$ cat src/rtl/pc_fetch_ctrl.sv
// pc_fetch_ctrl: architectural PC register and fetch-redirect controller.
// Steps PC by 4 and applies goto redirects, holding one redirect that
// arrives while stalled. Supports halt/go single-step and keeps
// run-cycle, branch and jump statistics counters.
// Ports:
//   CLK, RST        clock, synchronous active-high reset
//   stall           hold PC this cycle (a goto is buffered)
//   halt, go        enter HALT / resume to RUN (go wins in HALT)
//   branch, jump    statistics strobes
//   goto, new_addr  redirect request and byte target
//   PC, PC_plus_1   current fetch address and PC+4
//   flush           one cycle after a redirect is loaded into PC
//   halted          state is HALT
//   cycle_cnt, branch_cnt, jump_cnt  wrapping statistics counters
module pc_fetch_ctrl #(
    parameter logic [31:0] RESET_PC = 32'h0000_0000,
    parameter int          CNT_W    = 32
) (
    input  logic             CLK,
    input  logic             RST,
    input  logic             stall,
    input  logic             halt,
    input  logic             go,
    input  logic             branch,
    input  logic             jump,
    input  logic             goto,
    input  logic [31:0]      new_addr,
    output logic [31:0]      PC,
    output logic [31:0]      PC_plus_1,
    output logic             flush,
    output logic             halted,
    output logic [CNT_W-1:0] cycle_cnt,
    output logic [CNT_W-1:0] branch_cnt,
    output logic [CNT_W-1:0] jump_cnt
);

    typedef enum logic {
        RUN  = 1'b0,
        HALT = 1'b1
    } state_t;

    localparam logic [CNT_W-1:0] CNT_ONE = {{(CNT_W-1){1'b0}}, 1'b1};

    state_t      state;
    state_t      state_nxt;
    logic [31:0] pc_nxt;
    logic        pend_vld;
    logic        pend_vld_nxt;
    logic [31:0] pend_addr;
    logic [31:0] pend_addr_nxt;
    logic        flush_nxt;
    // High on RUN cycles that are not consumed by a halt request.
    logic        cnt_en;

    assign PC_plus_1 = PC + 32'd4;
    assign halted    = (state == HALT);

    always_comb begin
        state_nxt     = state;
        pc_nxt        = PC;
        pend_vld_nxt  = pend_vld;
        pend_addr_nxt = pend_addr;
        flush_nxt     = 1'b0;
        cnt_en        = 1'b0;
        unique case (state)
            RUN: begin
                if (halt) begin
                    state_nxt    = HALT;
                    pend_vld_nxt = 1'b0;
                end else begin
                    cnt_en = 1'b1;
                    if (stall) begin
                        if (goto) begin
                            pend_addr_nxt = new_addr;
                            pend_vld_nxt  = 1'b1;
                        end
                    end else if (goto) begin
                        // A live redirect supersedes a buffered one.
                        pc_nxt       = {new_addr[31:2], 2'b00};
                        pend_vld_nxt = 1'b0;
                        flush_nxt    = 1'b1;
                    end else if (pend_vld) begin
                        pc_nxt       = {pend_addr[31:2], 2'b00};
                        pend_vld_nxt = 1'b0;
                        flush_nxt    = 1'b1;
                    end else begin
                        pc_nxt = PC + 32'd4;
                    end
                end
            end
            HALT: begin
                if (go) begin
                    state_nxt = RUN;
                end
            end
            default: begin
                state_nxt = RUN;
            end
        endcase
    end

    always_ff @(posedge CLK) begin
        if (RST) begin
            state      <= RUN;
            PC         <= RESET_PC;
            pend_vld   <= 1'b0;
            pend_addr  <= 32'h0;
            flush      <= 1'b0;
            cycle_cnt  <= '0;
            branch_cnt <= '0;
            jump_cnt   <= '0;
        end else begin
            state     <= state_nxt;
            PC        <= pc_nxt;
            pend_vld  <= pend_vld_nxt;
            pend_addr <= pend_addr_nxt;
            flush     <= flush_nxt;
            if (cnt_en) begin
                cycle_cnt <= cycle_cnt + CNT_ONE;
            end
            if (cnt_en && branch) begin
                branch_cnt <= branch_cnt + CNT_ONE;
            end
            if (cnt_en && jump) begin
                jump_cnt <= jump_cnt + CNT_ONE;
            end
        end
    end

endmodule
$ cat config.mk
export PLATFORM = sky130hd
export DESIGN_NAME = pc_fetch_ctrl
export DESIGN_NICKNAME = d
export VERILOG_FILES = /design/src/rtl/pc_fetch_ctrl.sv
export SDC_FILE = /design/constraint.sdc
export NUM_CORES = 1
export LEC_CHECK = 0
export BUFFER_PORTS_ARGS = -buffer_cell sky130_fd_sc_hd__buf_4
export CAP_MARGIN = 20
export CORE_MARGIN = 2
export CORE_UTILIZATION = 40
export CTS_CLUSTER_SIZE = 14
export DETAILED_ROUTE_END_ITERATION = 6
export PLACE_DENSITY_LB_ADDON = 0.15
export SYNTH_ARGS = -nofsm -noshare
export SYNTH_HDL_FRONTEND = slang
export SYNTH_SLANG_ARGS = --single-unit
$ cat constraint.sdc
create_clock -name CLK -period 2.1 [get_ports CLK]
set_input_delay 0.42 -clock CLK [delete_from_list [all_inputs] [get_ports CLK]]
set_output_delay 0.42 -clock CLK [all_outputs]
set_load 0.01 [all_outputs]
==> impl_metrics.tcl, run 1 <==
set metrics [dict create \
    outcome "complete, but fails checks" \
    violations "setup timing" \
    worst_slew_pin_slew_ns 0.556 \
    core_area_um2 19500 \
    routed_wl_um 24600 \
    clock_path_buffers 2 \
    tns_ns -4.89 \
    power.leakage_nw 4.77 \
    antenna_found_initial 0 \
    grt_pass1_wl_um 37200 \
    io_buffers 195 \
    fin_ws_ns -0.312 \
    rsz0062_at_grt "yes" \
    whs_path_depth 2 \
    finalHoldViolCount 0 \
    crit_cells 8 \
    fmax_mhz 415 \
    clk_pin_slew_worst_paths_ns 0.06 \
    netlist_area_um2 7940 \
    setup_viol 25 \
    reg2reg_depth 8 \
    start_util_pct 40.8 \
    drv_cap 0 \
    clock_power_share_pct 45.1 \
    synth_edf_count 0 \
    swShare_pct 24.8 \
    yosys_warnings 0 \
    p_sw_w 0.00174 \
    die_w_um 145 \
    synthFlopType "dfxtp_1" \
    min_period_ns 2.41 \
    p_per_area_nw_per_um2 594 \
    async_flop_share_pct 0 \
    grt_max_degree 57 \
    required_ns 1.68 \
    routabilityCongestion 0.841 \
    drc 0 \
    ys_seq_elements 159 \
    finClkSkew_ns 0.0118 \
    cp.buffers_inverters 3 \
    root_buffer "clkbuf_16" \
    synth.area.top_cells "dfxtp_1 40%, xnor2_1 7.6%, nand2_1 6.8%" \
    p_int_w 0.00528 \
    avgSynthCellArea_um2 7.79 \
    critPathCaptureType "primary output" \
    synth_cell_types 59 \
    yosysMostFrequentCell "dfxtp_1" \
    power_w 0.00703 \
    antennaDiodeCount 0 \
    worst-path-max-fanout 4 \
    crit_type "reg2out" \
    ant_nets 0 \
    arrival_ns 1.99 \
    worst_path_max_delay_cell "dfxtp_2" \
    path_common_cell "buf_4" \
    clock_sink_count 159 \
    hold_path.class "in2reg" \
    cts_buffers 17 \
    peakVddDrop_mv 0.537 \
    dieArea_um2 21000 \
    cpPeakStageDelay_ns 0.35 \
    synth_cells 1018 \
    overflow 0 \
    cts_tree "yes" \
    slew_viol_final 0 \
    n_fill_cell 1736 \
    routedWlPerCell_um 15.4 \
    via_count 8239 \
    drive_gt1_share_pct 34.7 \
    critical-path-top-delay-family "simple AND/OR/NAND/NOR gates" \
    fp.dieH_um 145 \
    worstPathCellList "buf_6 > ha_4 > nand3_4 > nor4_2 > buf_4 > nand4_1 > xnor2_1 > buf_4" \
    drtIter0Drc 555 \
    grt_pass1_vias 7362 \
    dp.final_hpwl_um 16300 \
    yosysTopAreaCellShare_pct 40.1 \
    firstDrtPassIters 4 \
    rows 51 \
    synth_area_leader_cell "dfxtp_1" \
    synth_commonest_cells "159 x dfxtp_1, 143 x nand2_1, 108 x nor2_1" \
    final_nets 1362 \
    synth_seq_area_share_pct 40.1 \
    track_usage_pct 22.3 \
    clock_latency_ns 0.42 \
    via_per_inst 5.16 \
    cts-htree-levels 4 \
    critical_path.startpoint_type "flip-flop" \
    p_comb_share_pct 10.4 \
    io_pins 202 \
    fin_crit_sh_pct 115 \
    p_seq_share_pct 44.5 \
    relSlewSlack_pct 62.8 \
    area_delta_synth_final_pct 49.2 \
]
## power groups by stage
| stage | clock network (W) | logic (W) | registers, W |
|---|---|---|---|
| 6_report | 0.00317 | 0.000731 | 0.00313 |
| 4_1_cts | 0.00324 | 0.000693 | 0.00313 |
| 2_1_floorplan | 0 | 0.000310 | 0.00321 |
| 5_1_grt | 0.00335 | 0.000791 | 0.00313 |
| 3_5_place_dp | 0 | 0.000656 | 0.00319 |
| 3_3_place_gp | 0 | 0.000653 | 0.00319 |
## worst paths after layout
check	start	slack, ns	endpoint
setup reg to reg	PC[8]$_SDFFE_PP0P_	-0.07	PC[29]$_SDFFE_PP0P_
hold / removal	go	0.18	halted$_SDFF_PP0_
setup / recovery	PC[2]$_SDFFE_PP0P_	-0.31	PC_plus_1[24]
hold reg to reg	pend_addr[16]$_SDFFE_PP0P_	0.45	pend_addr[16]$_SDFFE_PP0P_
## what timing repair did
action,CTS,global route
hold endpoints to repair,0,0
resized for setup,74,40
setup endpoints to repair,24,34
cloned,1,0
hold buffers,0,0
pin swaps,28,26
buffers inserted,35,22
## through the flow
| stage | hold WS [ns] | utilization (%) | area (um2) | std cells | worst slack (ns) |
|---|---|---|---|---|---|
| after floorplan | 0.436 | - | 8010 | 1021 | -0.0588 |
| after global routing | 0.178 | 60.8 | 11800 | 1596 | -0.428 |
| after detailed placement | 0.447 | 53.1 | 10300 | 1512 | 0.0200 |
| final | 0.179 | 60.8 | 11800 | 1596 | -0.312 |
| after CTS | 0.160 | 59.1 | 11500 | 1579 | -0.308 |
| after global placement | 0.441 | 53.1 | 10300 | 1512 | 0.00845 |
## layer usage
metal	share of wire [%]	track usage, %	vias to the layer above
met4	1.9	8.12	0
met3	6.7	4.44	39
met2	47	35.2	242
met1	44	30.2	3828
li1	-	-	4130
met5	0	0	-
## state kept, by name, summed over array words and instances, names as in the netlist
register	count
jump_cnt	32
PC	30
branch_cnt	32
cycle_cnt	32
pend_vld	1
pend_addr	30
halted	1
flush	1
## final cells by class
type / count / area (um2) / area share (%)
clock buffers: 19 / 433 / 3.66
clock inverters: 13 / 160 / 1.35
inverters: 38 / 143 / 1.20
multi-input cells: 762 / 4820 / 40.7
flip-flops and latches: 159 / 3230 / 27.2
well taps: 265 / 332 / 2.80
repair buffers: 340 / 2730 / 23.0
## layout by cell type, fill, tap and decap left out, types with 4 or more instances in the layout
cell type	instances
a211oi_1	6
a21oi_1	100
and2_1	8
and3_1	8
and4_1	12
buf_12	8
buf_4	312
buf_6	20
clkbuf_16	17
clkinv_2	4
conb_1	4
dfxtp_1	137
dfxtp_2	16
dfxtp_4	6
inv_1	37
mux2i_1	5
nand2_1	136
nand2_2	5
nand2b_1	5
nand3_1	34
nand3_2	4
nand3_4	6
nand4_1	25
nor2_1	102
nor2_4	4
nor2b_1	5
nor3_1	19
nor3_2	4
nor3_4	4
nor4_1	23
nor4_2	4
o21ai_0	38
o22ai_1	7
o31a_1	11
o32ai_1	5
or3_1	22
xnor2_1	59
xnor2_2	9
xor2_1	27
## logic make-up after synthesis
family	Yosys count	share of synthesized area, %
xor gates and xnor gates	99	10.9
muxes	5	0.631
buffers and inverters	101	5.17
DFF	159	40.1
and+or+nand+nor	457	28.4
AOI/OAI and AO/OA	192	14.1
other	1	0.0473
adders and majority gates	4	0.631
(Power assumes the default switching activity.)
==> inputs of run 2 (changes only) <==
Settings changed: CORE_UTILIZATION 40 to 48.
==> impl_metrics.tcl, run 2 (same netlist as run 1, synthesis figures left out) <==
set metrics [dict create \
    cts_tree "yes" \
    hold_ws_ns 0.174 \
    drc 0 \
    p_per_area_nw_per_um2 615 \
    antennaDiodeCount 0 \
    peakVddDrop_mv 0.561 \
    root_buffer "clkbuf_16" \
    track_usage_pct 25.5 \
    core_area_um2 16300 \
    regArea_um2 3210 \
    routabilityCongestion 0.882 \
    finalHoldViolCount 0 \
    reg2reg_from "PC[10]$_SDFFE_PP0P_" \
    routedWlPerCell_um 15.6 \
    start_util_pct 48.5 \
    dieArea_um2 17600 \
    fin_cells 1536 \
    required_ns 1.68 \
    drtIter0Drc 659 \
    fin_ws_ns -0.350 \
    placed_cells 1474 \
    multi_input_area_um2 4780 \
    critical_path.startpoint_type "flip-flop" \
    arrival_ns 2.03 \
    clk_pin_slew_worst_paths_ns 0.06 \
    crit_type "reg2out" \
    critPathCaptureType "primary output" \
    drive_gt1_share_pct 33.9 \
    routed_wl_um 24000 \
    rows 47 \
    drv_cap 0 \
    clock_latency_ns 0.43 \
    clock_power_share_pct 46.1 \
    min_period_ns 2.45 \
    dp.final_hpwl_um 15800 \
    finClkSkew_ns 0.0133 \
    rsz0062_at_grt "yes" \
    slew_viol_final 0 \
    clock_path_buffers 2 \
    ctsHoldBuffers 0 \
    grt_pass1_wl_um 36900 \
    worstPathCellList "nand4_1 > buf_6 > nor4_4 > nand2_4 > nor3_4 > xor2_2 > buf_4" \
    grt_max_degree 64 \
    die_w_um 133 \
    relSlewSlack_pct 63.9 \
    cts_buffers 17 \
    area_delta_synth_final_pct 46.0 \
    fin_crit_sh_pct 117 \
    cts-htree-levels 4 \
    p_seq_share_pct 44.0 \
    setup_viol 22 \
    antenna_found_initial 0 \
    final_common_cell "buf_4" \
    p_int_w 0.00544 \
    top_regs "branch_cnt x32, cycle_cnt x32, jump_cnt x32" \
    cpPeakStageDelay_ns 0.34 \
    swShare_pct 23.6 \
    io_pins 202 \
    final_nets 1348 \
    via_count 8353 \
    worst_slew_pin_slew_ns 0.528 \
    via_per_inst 5.44 \
    io_buffers 195 \
    p_sw_w 0.00168 \
    clock_sink_count 159 \
    hold_path.class "in2reg" \
    design_area_um2 11600 \
    worst_path_max_delay_cell "dfxtp_2" \
    ant_nets 0 \
    n_fill_cell 1325 \
    power.leakage_nw 4.68 \
    worst-path-max-fanout 6 \
    fp.dieH_um 133 \
    outcome "complete, but fails checks" \
    holdCritStartpoint "go" \
    cp-startpoint "PC[10]$_SDFFE_PP0P_" \
    final_cell_mix "312 x buf_4, 136 x dfxtp_1, 136 x nand2_1, 103 x nor2_1, 100 x a21oi_1" \
    p_comb_share_pct 9.9 \
    violations "setup timing" \
    fmax_mhz 408 \
    placed_cell_area_um2 10300 \
    firstDrtPassIters 5 \
    grt_pass1_vias 7491 \
    overflow 0 \
]
-- run 2: metrics by stage --
stage	utilization, %	power (W)	setup TNS [ns]	worst slack, ns
after floorplan	-	0.00352	-0.265	-0.0588
after global placement	62.9	0.00383	0	0.0369
after detailed placement	62.9	0.00384	0	0.0235
after CTS	68.6	0.00713	-3.71	-0.255
after global routing	70.8	0.00737	-7.47	-0.469
final	70.8	0.00712	-5.22	-0.350
-- run 2: area by class of cell --
class,count,share of cell area (%)
flip-flops and latches,159,27.7
clock inverters,9,1.36
well taps,220,2.38
multi-input cells,761,41.2
clock buffers,22,4.01
repair buffers,327,22.1
inverters,38,1.23
-- run 2: repair_timing --
item	4_1_cts	5_1_grt
endpoints found under the hold margin	0	0
buffers inserted	14	19
pin swaps	18	26
setup endpoints to repair	24	34
resized for setup	47	46
-- run 2: per-layer routing --
metal  global-route usage [%]  part of all wire (%)  vias to the layer above
met5                        0                     0                        -
met1                     34.1                    43                     3890
met2                     40.3                    47                      312
met4                     8.12                   2.2                        0
li1                         -                     -                     4105
met3                     6.90                   7.6                       46
-- run 2: worst max-delay path, delay by kind of cell, from the launching register on --
family,cells,cell delay (ns)
xor+xnor,1,0.18
buf+inv,2,0.32
simple gates,4,0.77
flops,1,0.34
-- run 2: power groups by stage --
stage,clock (W),sequential (W),combinational (W)
finish,0.00328,0.00314,0.000703
global route,0.00347,0.00314,0.000758
CTS,0.00333,0.00313,0.000666
detailed placement,0,0.00319,0.000651
global placement,0,0.00319,0.000644
floorplan,0,0.00321,0.000310
-- run 2: final timing paths --
path / slack, ns / endpoint / cells past startpoint
max: -0.35 / PC_plus_1[29] / 7
min reg2reg: 0.45 / pend_addr[3]$_SDFFE_PP0P_ / 2
min: 0.17 / halted$_SDFF_PP0_ / 2
max reg2reg: 0.03 / PC[29]$_SDFFE_PP0P_ / 9
